==> config.mk <==
export PLATFORM = sky130hd
export DESIGN_NAME = pipe_hazard_ctrl_flat
export DESIGN_NICKNAME = d
export VERILOG_FILES = /design/src/rtl/pipe_hazard_ctrl_pkg.sv /design/src/rtl/pipe_hazard_ctrl_if.sv /design/src/rtl/pipe_hazard_ctrl_fwd_sel_unit.sv /design/src/rtl/pipe_hazard_ctrl.sv /design/src/flat_wrapper.sv
export SDC_FILE = /design/constraint.sdc
export NUM_CORES = 1
export LEC_CHECK = 0
export CAP_MARGIN = 20
export CORE_AREA = 2 2 112 114
export CTS_CLUSTER_SIZE = 24
export DETAILED_ROUTE_END_ITERATION = 16
export DIE_AREA = 0 0 114 116
export PLACE_DENSITY = 0.76
export SLEW_MARGIN = 20
export SYNTH_ARGS = -nofsm -noshare
export SYNTH_HDL_FRONTEND = slang
export SYNTH_SLANG_ARGS = --single-unit
==> constraint.sdc <==
create_clock -name clk -period 5.1 [get_ports clk]
set_input_delay 1.02 -clock clk [delete_from_list [all_inputs] [get_ports clk]]
set_output_delay 1.02 -clock clk [all_outputs]
set_load 0.03 [all_outputs]
==> src/rtl/pipe_hazard_ctrl_pkg.sv <==
// Shared types for the pipeline hazard controller: FSM states, forwarding selects,
// stage-control bundle and common widths.
package pipe_hazard_ctrl_pkg;

  localparam int unsigned REG_W   = 5;
  localparam int unsigned SEL_W   = 2;
  localparam int unsigned TIMER_W = 16;
  localparam int unsigned FCNT_W  = 3;

  typedef enum logic [1:0] {
    ST_RUN      = 2'd0,
    ST_FLUSH    = 2'd1,
    ST_MEM_WAIT = 2'd2,
    ST_ERROR    = 2'd3
  } state_e;

  typedef enum logic [SEL_W-1:0] {
    FWD_RF  = 2'd0,
    FWD_EX  = 2'd1,
    FWD_MEM = 2'd2,
    FWD_WB  = 2'd3
  } fwd_sel_e;

  // Per-cycle stage control decisions
  typedef struct packed {
    logic stall_fe;
    logic stall_de;
    logic bubble_ex;
    logic flush_de;
    logic hold_ex;
  } ctl_t;

endpackage

==> src/rtl/pipe_hazard_ctrl_if.sv <==
// Pipeline-to-hazard-controller bundle: stage status in, stall/flush/forward controls out.
interface pipe_hazard_ctrl_if
  import pipe_hazard_ctrl_pkg::*;
#(
  parameter int unsigned CNT_W = 32
);
  logic [REG_W-1:0] de_rs1;
  logic [REG_W-1:0] de_rs2;
  logic             de_use_rs1;
  logic             de_use_rs2;
  logic             ex_valid;
  logic             ex_is_load;
  logic [REG_W-1:0] ex_rd;
  logic             mem_valid;
  logic [REG_W-1:0] mem_rd;
  logic             wb_valid;
  logic [REG_W-1:0] wb_rd;
  logic             redirect_valid;
  logic             mem_req;
  logic             mem_ready;

  logic             stall_fe;
  logic             stall_de;
  logic             bubble_ex;
  logic             flush_de;
  logic             hold_ex;
  logic [SEL_W-1:0] fwd_rs1_sel;
  logic [SEL_W-1:0] fwd_rs2_sel;
  logic             mem_timeout_err;
  logic [CNT_W-1:0] stall_count;
  logic [CNT_W-1:0] flush_count;

  modport master (
    output de_rs1, de_rs2, de_use_rs1, de_use_rs2, ex_valid, ex_is_load, ex_rd,
           mem_valid, mem_rd, wb_valid, wb_rd, redirect_valid, mem_req, mem_ready,
    input  stall_fe, stall_de, bubble_ex, flush_de, hold_ex, fwd_rs1_sel, fwd_rs2_sel,
           mem_timeout_err, stall_count, flush_count
  );

  modport slave (
    input  de_rs1, de_rs2, de_use_rs1, de_use_rs2, ex_valid, ex_is_load, ex_rd,
           mem_valid, mem_rd, wb_valid, wb_rd, redirect_valid, mem_req, mem_ready,
    output stall_fe, stall_de, bubble_ex, flush_de, hold_ex, fwd_rs1_sel, fwd_rs2_sel,
           mem_timeout_err, stall_count, flush_count
  );
endinterface

==> src/rtl/pipe_hazard_ctrl_fwd_sel_unit.sv <==
// Operand bypass select for one decode source register; nearest producing stage wins.
module fwd_sel_unit
  import pipe_hazard_ctrl_pkg::*;
(
  input  logic [REG_W-1:0] rs_i,
  input  logic             use_i,
  input  logic             ex_valid_i,
  input  logic             ex_is_load_i,
  input  logic [REG_W-1:0] ex_rd_i,
  input  logic             mem_valid_i,
  input  logic [REG_W-1:0] mem_rd_i,
  input  logic             wb_valid_i,
  input  logic [REG_W-1:0] wb_rd_i,
  output fwd_sel_e         sel_o
);

  // Load data is not ready in EX, so a load never forwards from there
  always_comb begin
    sel_o = FWD_RF;
    if (use_i && (rs_i != '0)) begin
      if (ex_valid_i && !ex_is_load_i && (ex_rd_i == rs_i)) begin
        sel_o = FWD_EX;
      end else if (mem_valid_i && (mem_rd_i == rs_i)) begin
        sel_o = FWD_MEM;
      end else if (wb_valid_i && (wb_rd_i == rs_i)) begin
        sel_o = FWD_WB;
      end
    end
  end

endmodule

==> src/rtl/pipe_hazard_ctrl.sv <==
// Pipeline sequencer: stall/bubble/flush/hold decisions, operand forwarding selects,
// redirect flush and data-memory wait sequencing, saturating stall/flush statistics.
module pipe_hazard_ctrl
  import pipe_hazard_ctrl_pkg::*;
#(
  parameter int unsigned REDIRECT_FLUSH_CYCLES = 2,
  parameter int unsigned MEM_TIMEOUT           = 255,
  parameter int unsigned CNT_W                 = 32
) (
  input logic              clk,
  input logic              rst_n,
  pipe_hazard_ctrl_if.slave bus
);

  localparam logic [FCNT_W-1:0]  FLUSH_FULL = FCNT_W'(REDIRECT_FLUSH_CYCLES);
  localparam logic [FCNT_W-1:0]  FLUSH_REST = FCNT_W'(REDIRECT_FLUSH_CYCLES - 1);
  localparam logic [TIMER_W-1:0] TIMEOUT    = TIMER_W'(MEM_TIMEOUT);

  state_e             state_q, state_d;
  logic [FCNT_W-1:0]  fcnt_q, fcnt_d;
  logic [TIMER_W-1:0] timer_q, timer_d;
  logic               pend_q, pend_d;
  logic [CNT_W-1:0]   stall_cnt_q, stall_cnt_d;
  logic [CNT_W-1:0]   flush_cnt_q, flush_cnt_d;

  ctl_t     ctl_c;
  logic     stall_inc_c;
  logic     flush_inc_c;
  logic     mem_wait_c;
  logic     load_use_c;
  fwd_sel_e fwd1_c, fwd2_c;

  fwd_sel_unit u_fwd_rs1 (
    .rs_i        (bus.de_rs1),
    .use_i       (bus.de_use_rs1),
    .ex_valid_i  (bus.ex_valid),
    .ex_is_load_i(bus.ex_is_load),
    .ex_rd_i     (bus.ex_rd),
    .mem_valid_i (bus.mem_valid),
    .mem_rd_i    (bus.mem_rd),
    .wb_valid_i  (bus.wb_valid),
    .wb_rd_i     (bus.wb_rd),
    .sel_o       (fwd1_c)
  );

  fwd_sel_unit u_fwd_rs2 (
    .rs_i        (bus.de_rs2),
    .use_i       (bus.de_use_rs2),
    .ex_valid_i  (bus.ex_valid),
    .ex_is_load_i(bus.ex_is_load),
    .ex_rd_i     (bus.ex_rd),
    .mem_valid_i (bus.mem_valid),
    .mem_rd_i    (bus.mem_rd),
    .wb_valid_i  (bus.wb_valid),
    .wb_rd_i     (bus.wb_rd),
    .sel_o       (fwd2_c)
  );

  assign mem_wait_c = bus.mem_req && !bus.mem_ready;
  assign load_use_c = bus.ex_valid && bus.ex_is_load && (bus.ex_rd != '0) &&
                      ((bus.de_use_rs1 && (bus.de_rs1 == bus.ex_rd)) ||
                       (bus.de_use_rs2 && (bus.de_rs2 == bus.ex_rd)));

  // Next state and per-cycle stage controls
  always_comb begin
    state_d     = state_q;
    fcnt_d      = fcnt_q;
    timer_d     = timer_q;
    pend_d      = pend_q;
    ctl_c       = '0;
    stall_inc_c = 1'b0;
    flush_inc_c = 1'b0;
    case (state_q)
      ST_RUN: begin
        if (mem_wait_c) begin
          ctl_c.stall_fe = 1'b1;
          ctl_c.stall_de = 1'b1;
          ctl_c.hold_ex  = 1'b1;
          stall_inc_c    = 1'b1;
          timer_d        = TIMER_W'(1);
          state_d        = ST_MEM_WAIT;
        end else if (bus.redirect_valid) begin
          ctl_c.flush_de  = 1'b1;
          ctl_c.bubble_ex = 1'b1;
          flush_inc_c     = 1'b1;
          if (REDIRECT_FLUSH_CYCLES > 1) begin
            state_d = ST_FLUSH;
            fcnt_d  = FLUSH_REST;
          end
        end else if (load_use_c) begin
          ctl_c.stall_fe  = 1'b1;
          ctl_c.stall_de  = 1'b1;
          ctl_c.bubble_ex = 1'b1;
          stall_inc_c     = 1'b1;
        end
      end
      ST_FLUSH: begin
        ctl_c.flush_de  = 1'b1;
        ctl_c.bubble_ex = 1'b1;
        if (mem_wait_c) begin
          ctl_c.stall_fe = 1'b1;
          ctl_c.stall_de = 1'b1;
          ctl_c.hold_ex  = 1'b1;
          stall_inc_c    = 1'b1;
        end else if (fcnt_q <= FCNT_W'(1)) begin
          fcnt_d  = '0;
          state_d = ST_RUN;
        end else begin
          fcnt_d = fcnt_q - FCNT_W'(1);
        end
      end
      ST_MEM_WAIT: begin
        // A redirect seen while held (or on the release cycle) becomes a full flush
        if (bus.mem_ready) begin
          if (pend_q || bus.redirect_valid) begin
            state_d     = ST_FLUSH;
            fcnt_d      = FLUSH_FULL;
            flush_inc_c = 1'b1;
            pend_d      = 1'b0;
          end else begin
            state_d = ST_RUN;
          end
        end else begin
          ctl_c.stall_fe = 1'b1;
          ctl_c.stall_de = 1'b1;
          ctl_c.hold_ex  = 1'b1;
          stall_inc_c    = 1'b1;
          if (bus.redirect_valid) begin
            pend_d = 1'b1;
          end
          if (timer_q >= TIMEOUT) begin
            state_d = ST_ERROR;
          end else begin
            timer_d = timer_q + TIMER_W'(1);
          end
        end
      end
      ST_ERROR: begin
        ctl_c.stall_fe = 1'b1;
        ctl_c.stall_de = 1'b1;
        ctl_c.hold_ex  = 1'b1;
      end
      default: state_d = ST_RUN;
    endcase
  end

  assign stall_cnt_d = (stall_inc_c && (stall_cnt_q != '1)) ? stall_cnt_q + CNT_W'(1) : stall_cnt_q;
  assign flush_cnt_d = (flush_inc_c && (flush_cnt_q != '1)) ? flush_cnt_q + CNT_W'(1) : flush_cnt_q;

  always_ff @(posedge clk) begin
    if (!rst_n) begin
      state_q     <= ST_RUN;
      fcnt_q      <= '0;
      timer_q     <= '0;
      pend_q      <= 1'b0;
      stall_cnt_q <= '0;
      flush_cnt_q <= '0;
    end else begin
      state_q     <= state_d;
      fcnt_q      <= fcnt_d;
      timer_q     <= timer_d;
      pend_q      <= pend_d;
      stall_cnt_q <= stall_cnt_d;
      flush_cnt_q <= flush_cnt_d;
    end
  end

  // Controls are forced quiet while reset is held
  assign bus.stall_fe        = rst_n && ctl_c.stall_fe;
  assign bus.stall_de        = rst_n && ctl_c.stall_de;
  assign bus.bubble_ex       = rst_n && ctl_c.bubble_ex;
  assign bus.flush_de        = rst_n && ctl_c.flush_de;
  assign bus.hold_ex         = rst_n && ctl_c.hold_ex;
  assign bus.fwd_rs1_sel     = rst_n ? fwd1_c : FWD_RF;
  assign bus.fwd_rs2_sel     = rst_n ? fwd2_c : FWD_RF;
  assign bus.mem_timeout_err = rst_n && (state_q == ST_ERROR);
  assign bus.stall_count     = stall_cnt_q;
  assign bus.flush_count     = flush_cnt_q;

endmodule
==> src/flat_wrapper.sv <==
// flat-port wrapper written by rule: the top's interface ports become plain ports
module pipe_hazard_ctrl_flat import pipe_hazard_ctrl_pkg::*;
#(
  parameter int unsigned REDIRECT_FLUSH_CYCLES = 2,
  parameter int unsigned MEM_TIMEOUT           = 255,
  parameter int unsigned CNT_W                 = 32
)
  (clk, rst_n, bus_de_rs1, bus_de_rs2, bus_de_use_rs1, bus_de_use_rs2, bus_ex_valid, bus_ex_is_load, bus_ex_rd, bus_mem_valid, bus_mem_rd, bus_wb_valid, bus_wb_rd, bus_redirect_valid, bus_mem_req, bus_mem_ready, bus_stall_fe, bus_stall_de, bus_bubble_ex, bus_flush_de, bus_hold_ex, bus_fwd_rs1_sel, bus_fwd_rs2_sel, bus_mem_timeout_err, bus_stall_count, bus_flush_count);
  pipe_hazard_ctrl_if #(.CNT_W(CNT_W)) bus_i ();
  input logic clk;
  input logic rst_n;
  input wire logic [$bits(bus_i.de_rs1)-1:0] bus_de_rs1;
  input wire logic [$bits(bus_i.de_rs2)-1:0] bus_de_rs2;
  input wire logic [$bits(bus_i.de_use_rs1)-1:0] bus_de_use_rs1;
  input wire logic [$bits(bus_i.de_use_rs2)-1:0] bus_de_use_rs2;
  input wire logic [$bits(bus_i.ex_valid)-1:0] bus_ex_valid;
  input wire logic [$bits(bus_i.ex_is_load)-1:0] bus_ex_is_load;
  input wire logic [$bits(bus_i.ex_rd)-1:0] bus_ex_rd;
  input wire logic [$bits(bus_i.mem_valid)-1:0] bus_mem_valid;
  input wire logic [$bits(bus_i.mem_rd)-1:0] bus_mem_rd;
  input wire logic [$bits(bus_i.wb_valid)-1:0] bus_wb_valid;
  input wire logic [$bits(bus_i.wb_rd)-1:0] bus_wb_rd;
  input wire logic [$bits(bus_i.redirect_valid)-1:0] bus_redirect_valid;
  input wire logic [$bits(bus_i.mem_req)-1:0] bus_mem_req;
  input wire logic [$bits(bus_i.mem_ready)-1:0] bus_mem_ready;
  output wire logic [$bits(bus_i.stall_fe)-1:0] bus_stall_fe;
  output wire logic [$bits(bus_i.stall_de)-1:0] bus_stall_de;
  output wire logic [$bits(bus_i.bubble_ex)-1:0] bus_bubble_ex;
  output wire logic [$bits(bus_i.flush_de)-1:0] bus_flush_de;
  output wire logic [$bits(bus_i.hold_ex)-1:0] bus_hold_ex;
  output wire logic [$bits(bus_i.fwd_rs1_sel)-1:0] bus_fwd_rs1_sel;
  output wire logic [$bits(bus_i.fwd_rs2_sel)-1:0] bus_fwd_rs2_sel;
  output wire logic [$bits(bus_i.mem_timeout_err)-1:0] bus_mem_timeout_err;
  output wire logic [$bits(bus_i.stall_count)-1:0] bus_stall_count;
  output wire logic [$bits(bus_i.flush_count)-1:0] bus_flush_count;
  assign bus_i.de_rs1 = bus_de_rs1;
  assign bus_i.de_rs2 = bus_de_rs2;
  assign bus_i.de_use_rs1 = bus_de_use_rs1;
  assign bus_i.de_use_rs2 = bus_de_use_rs2;
  assign bus_i.ex_valid = bus_ex_valid;
  assign bus_i.ex_is_load = bus_ex_is_load;
  assign bus_i.ex_rd = bus_ex_rd;
  assign bus_i.mem_valid = bus_mem_valid;
  assign bus_i.mem_rd = bus_mem_rd;
  assign bus_i.wb_valid = bus_wb_valid;
  assign bus_i.wb_rd = bus_wb_rd;
  assign bus_i.redirect_valid = bus_redirect_valid;
  assign bus_i.mem_req = bus_mem_req;
  assign bus_i.mem_ready = bus_mem_ready;
  assign bus_stall_fe = bus_i.stall_fe;
  assign bus_stall_de = bus_i.stall_de;
  assign bus_bubble_ex = bus_i.bubble_ex;
  assign bus_flush_de = bus_i.flush_de;
  assign bus_hold_ex = bus_i.hold_ex;
  assign bus_fwd_rs1_sel = bus_i.fwd_rs1_sel;
  assign bus_fwd_rs2_sel = bus_i.fwd_rs2_sel;
  assign bus_mem_timeout_err = bus_i.mem_timeout_err;
  assign bus_stall_count = bus_i.stall_count;
  assign bus_flush_count = bus_i.flush_count;
  pipe_hazard_ctrl #(.REDIRECT_FLUSH_CYCLES(REDIRECT_FLUSH_CYCLES), .MEM_TIMEOUT(MEM_TIMEOUT), .CNT_W(CNT_W)) u_core (.clk(clk), .rst_n(rst_n), .bus(bus_i));
endmodule
==> impl_metrics.ini <==
[placed_design]
place_hpwl_um = 8890
port_buffers = 109
place_area_mm2 = 0.00594
gp_congestion = 0.839

[route]
viasPerCell = 5.43
drcViolationCount = 0
vias = 4510
routedWlPerCell_um = 14.4
wl_um = 12000
dr.pass1.iters = 5
drtAntennaViolNets = 0
drtIter0Drc = 365

[sta]
finalMaxSlewViolations = 0
tns_ns = 0
finalHoldViolCount = 0
fmax_mhz = 225
fin_crit_sh_pct = 87.0
setup_viol = 0
maxSlewHeadroom_pct = 37.1
tightestPinTransition_ns = 0.943
fin_skew_ns = 0.00855
rsz0062_at_grt = false
min_period_ns = 4.44

[setup_path]
start_kind = primary input
worstSetupPathType = in2out
r2r_cells = 8
crit_arrival_ns = 3.42
critPathCaptureType = output pin
cp.required_ns = 4.08
worst-path-max-fanout = 4

[global_route]
grt_pass1_vias = 4263
grt_max_degree = 61
grt_pass1_wl_um = 19800
grtUsageTotal_pct = 18.4
antenna_found_initial = 0
grt-ovfl-total = 0

[final_layout]
fin_area_mm2 = 0.00622
syn_to_final_growth_pct = 31.4
drive_above_1_share_pct = 5.12
n_antenna_cell = 0
mostFrequentLayoutCell = clkdlybuf4s50_1
layout.cells.most_common_list = clkdlybuf4s50_1, dfxtp_1, nor2_1
nets = 723

[synthesis]
syn_nets = 620
yosys_warnings = 0
syn_area_per_cell_um2 = 8.23
synth_edf_count = 0
seq_area_frac_synth_pct = 36.4
synth-seq-cells = 86
async_flop_share_pct = 0
synth_cell_type_count = 55
synth_ff_type = dfxtp_1
synth_cells = 575
syn-cell-area_mm2 = 0.00473

[power]
pwr-share-seq_pct = 44.3
switching_share_pct = 27.6
p_per_area_mw_per_mm2 = 254
netSwitchingPower_mw = 0.436
power_frac_comb_pct = 16.6
irDropWorstVdd_mv = 0.179
clkPwrFrac_pct = 39.1
p_int_mw = 1.15
p_leak_nw = 2.18

[clock_tree]
root_buffer = clkbuf_16
numClockSinks = 86
ctsHoldBuffers = 0
htreeDepth = 3
cts_setup_buffers = 0
cts_resized = 0
cts_buffer_depth = 2
clock_latency_ns = 0.34
cts_tree = yes
path_clk_slew_ns = 0.06
cts_made_buffers = 9

[floorplan]
start_util_pct = 39.7
dieHeight_um = 116
placement_rows = 40
dieArea_mm2 = 0.0132
coreArea_mm2 = 0.0119
num_io_pins = 110
fp.dieW_um = 114

[status]
status = finished clean

[min_path]
hold_depth = 2
hold_path.class = reg2reg

[job]
maxCapViolCount = 0
## area by class of cell
class / count / area [um2]
Sequential cell: 86 / 1720
Inverter: 13 / 48.8
Fill cell: 1096 / 5690
Clock inverter: 3 / 18.8
Tap cell: 147 / 184
Timing Repair Buffer: 113 / 1120
Clock buffer: 13 / 260
Multi-Input combinational cell: 455 / 2870
## kinds of logic after synthesis
family                   synth area share, %
AO/OA/AOI/OAI                           13.4
adder cells (fa/ha/maj)                 2.38
multiplexers                            1.48
XOR/XNOR                                12.5
flip-flops                              36.4
AND/OR/NAND/NOR                         30.6
buffers and inverters                   3.22
## path summary, 6_finish.rpt
path	to	slack, ns	startpoint
max reg2reg	u_core.bus.stall_count[25]	2.19	u_core.bus.stall_count[0]
min reg2reg	u_core.fcnt_q[1]	0.46	u_core.fcnt_q[1]
max	bus_stall_de	0.66	bus_de_rs2[1]
min	u_core.fcnt_q[1]	0.46	u_core.fcnt_q[1]
## state kept, by name, indices dropped and copies added, names as in the netlist
| signal | cells |
|---|---|
| u_core.fcnt_q | 3 |
| u_core.bus.stall_count | 32 |
| u_core.timer_q | 16 |
| u_core.pend_q | 1 |
| u_core.state_q | 2 |
| u_core.bus.flush_count | 32 |
## metal layers
layer,GRT usage [%],part of all wire (%)
met3,4.97,6.5
met5,0,0
met4,5.45,1.2
met2,31.7,48
met1,22.7,45
## Yosys cell counts, drive strengths merged, types with 9 or more instances
library cell   n  area share, %
nand3         36            3.9
inv           13            1.0
or3           18            2.4
nand2         45            3.6
xnor2         26            5.1
xor2          40            7.4
o21ai         29            3.1
a21oi         38            4.0
buf            9            1.2
nand2b        10            1.3
and2          14            1.8
nor2          60            4.8
and4           9            1.8
nor4          10            1.6
dfxtp         86             36
clkbuf        12           0.95
nand4         23            3.0
and3          16            2.2
ha             9            2.4
## stage by stage
step / instances / power [mW] / hold slack (ns) / setup WS (ns) / utilization (%)
after floorplan: 575 / 0.884 / 0.431 / 1.52 / -
after CTS: 830 / 1.60 / 0.459 / 0.646 / 52.2
after detailed placement: 814 / 0.977 / 0.449 / 0.662 / 49.8
after global routing: 830 / 1.65 / 0.490 / 0.526 / 52.2
after global placement: 814 / 0.971 / 0.443 / 0.748 / 49.8
final: 830 / 1.58 / 0.459 / 0.664 / 52.2
## power groups by stage
stage	logic (mW)	clock network [mW]	registers, mW
2_1_floorplan	0.162	0	0.722
3_3_place_gp	0.257	0	0.714
4_1_cts	0.264	0.633	0.700
5_1_grt	0.289	0.657	0.702
6_report	0.263	0.619	0.701
3_5_place_dp	0.262	0	0.715
## worst max-delay path, cell delays in order
cell and delay (ns):
clkdlybuf4s50_1 0.63, xnor2_2 0.15, nand3_2 0.13, nor4_4 0.30, nor2_1 0.08, nor2_1 0.12, a31oi_1 0.10, nor2_1 0.18
clkdlybuf4s50_1 0.71
No activity file was read; power rests on OpenSTA's default activity.
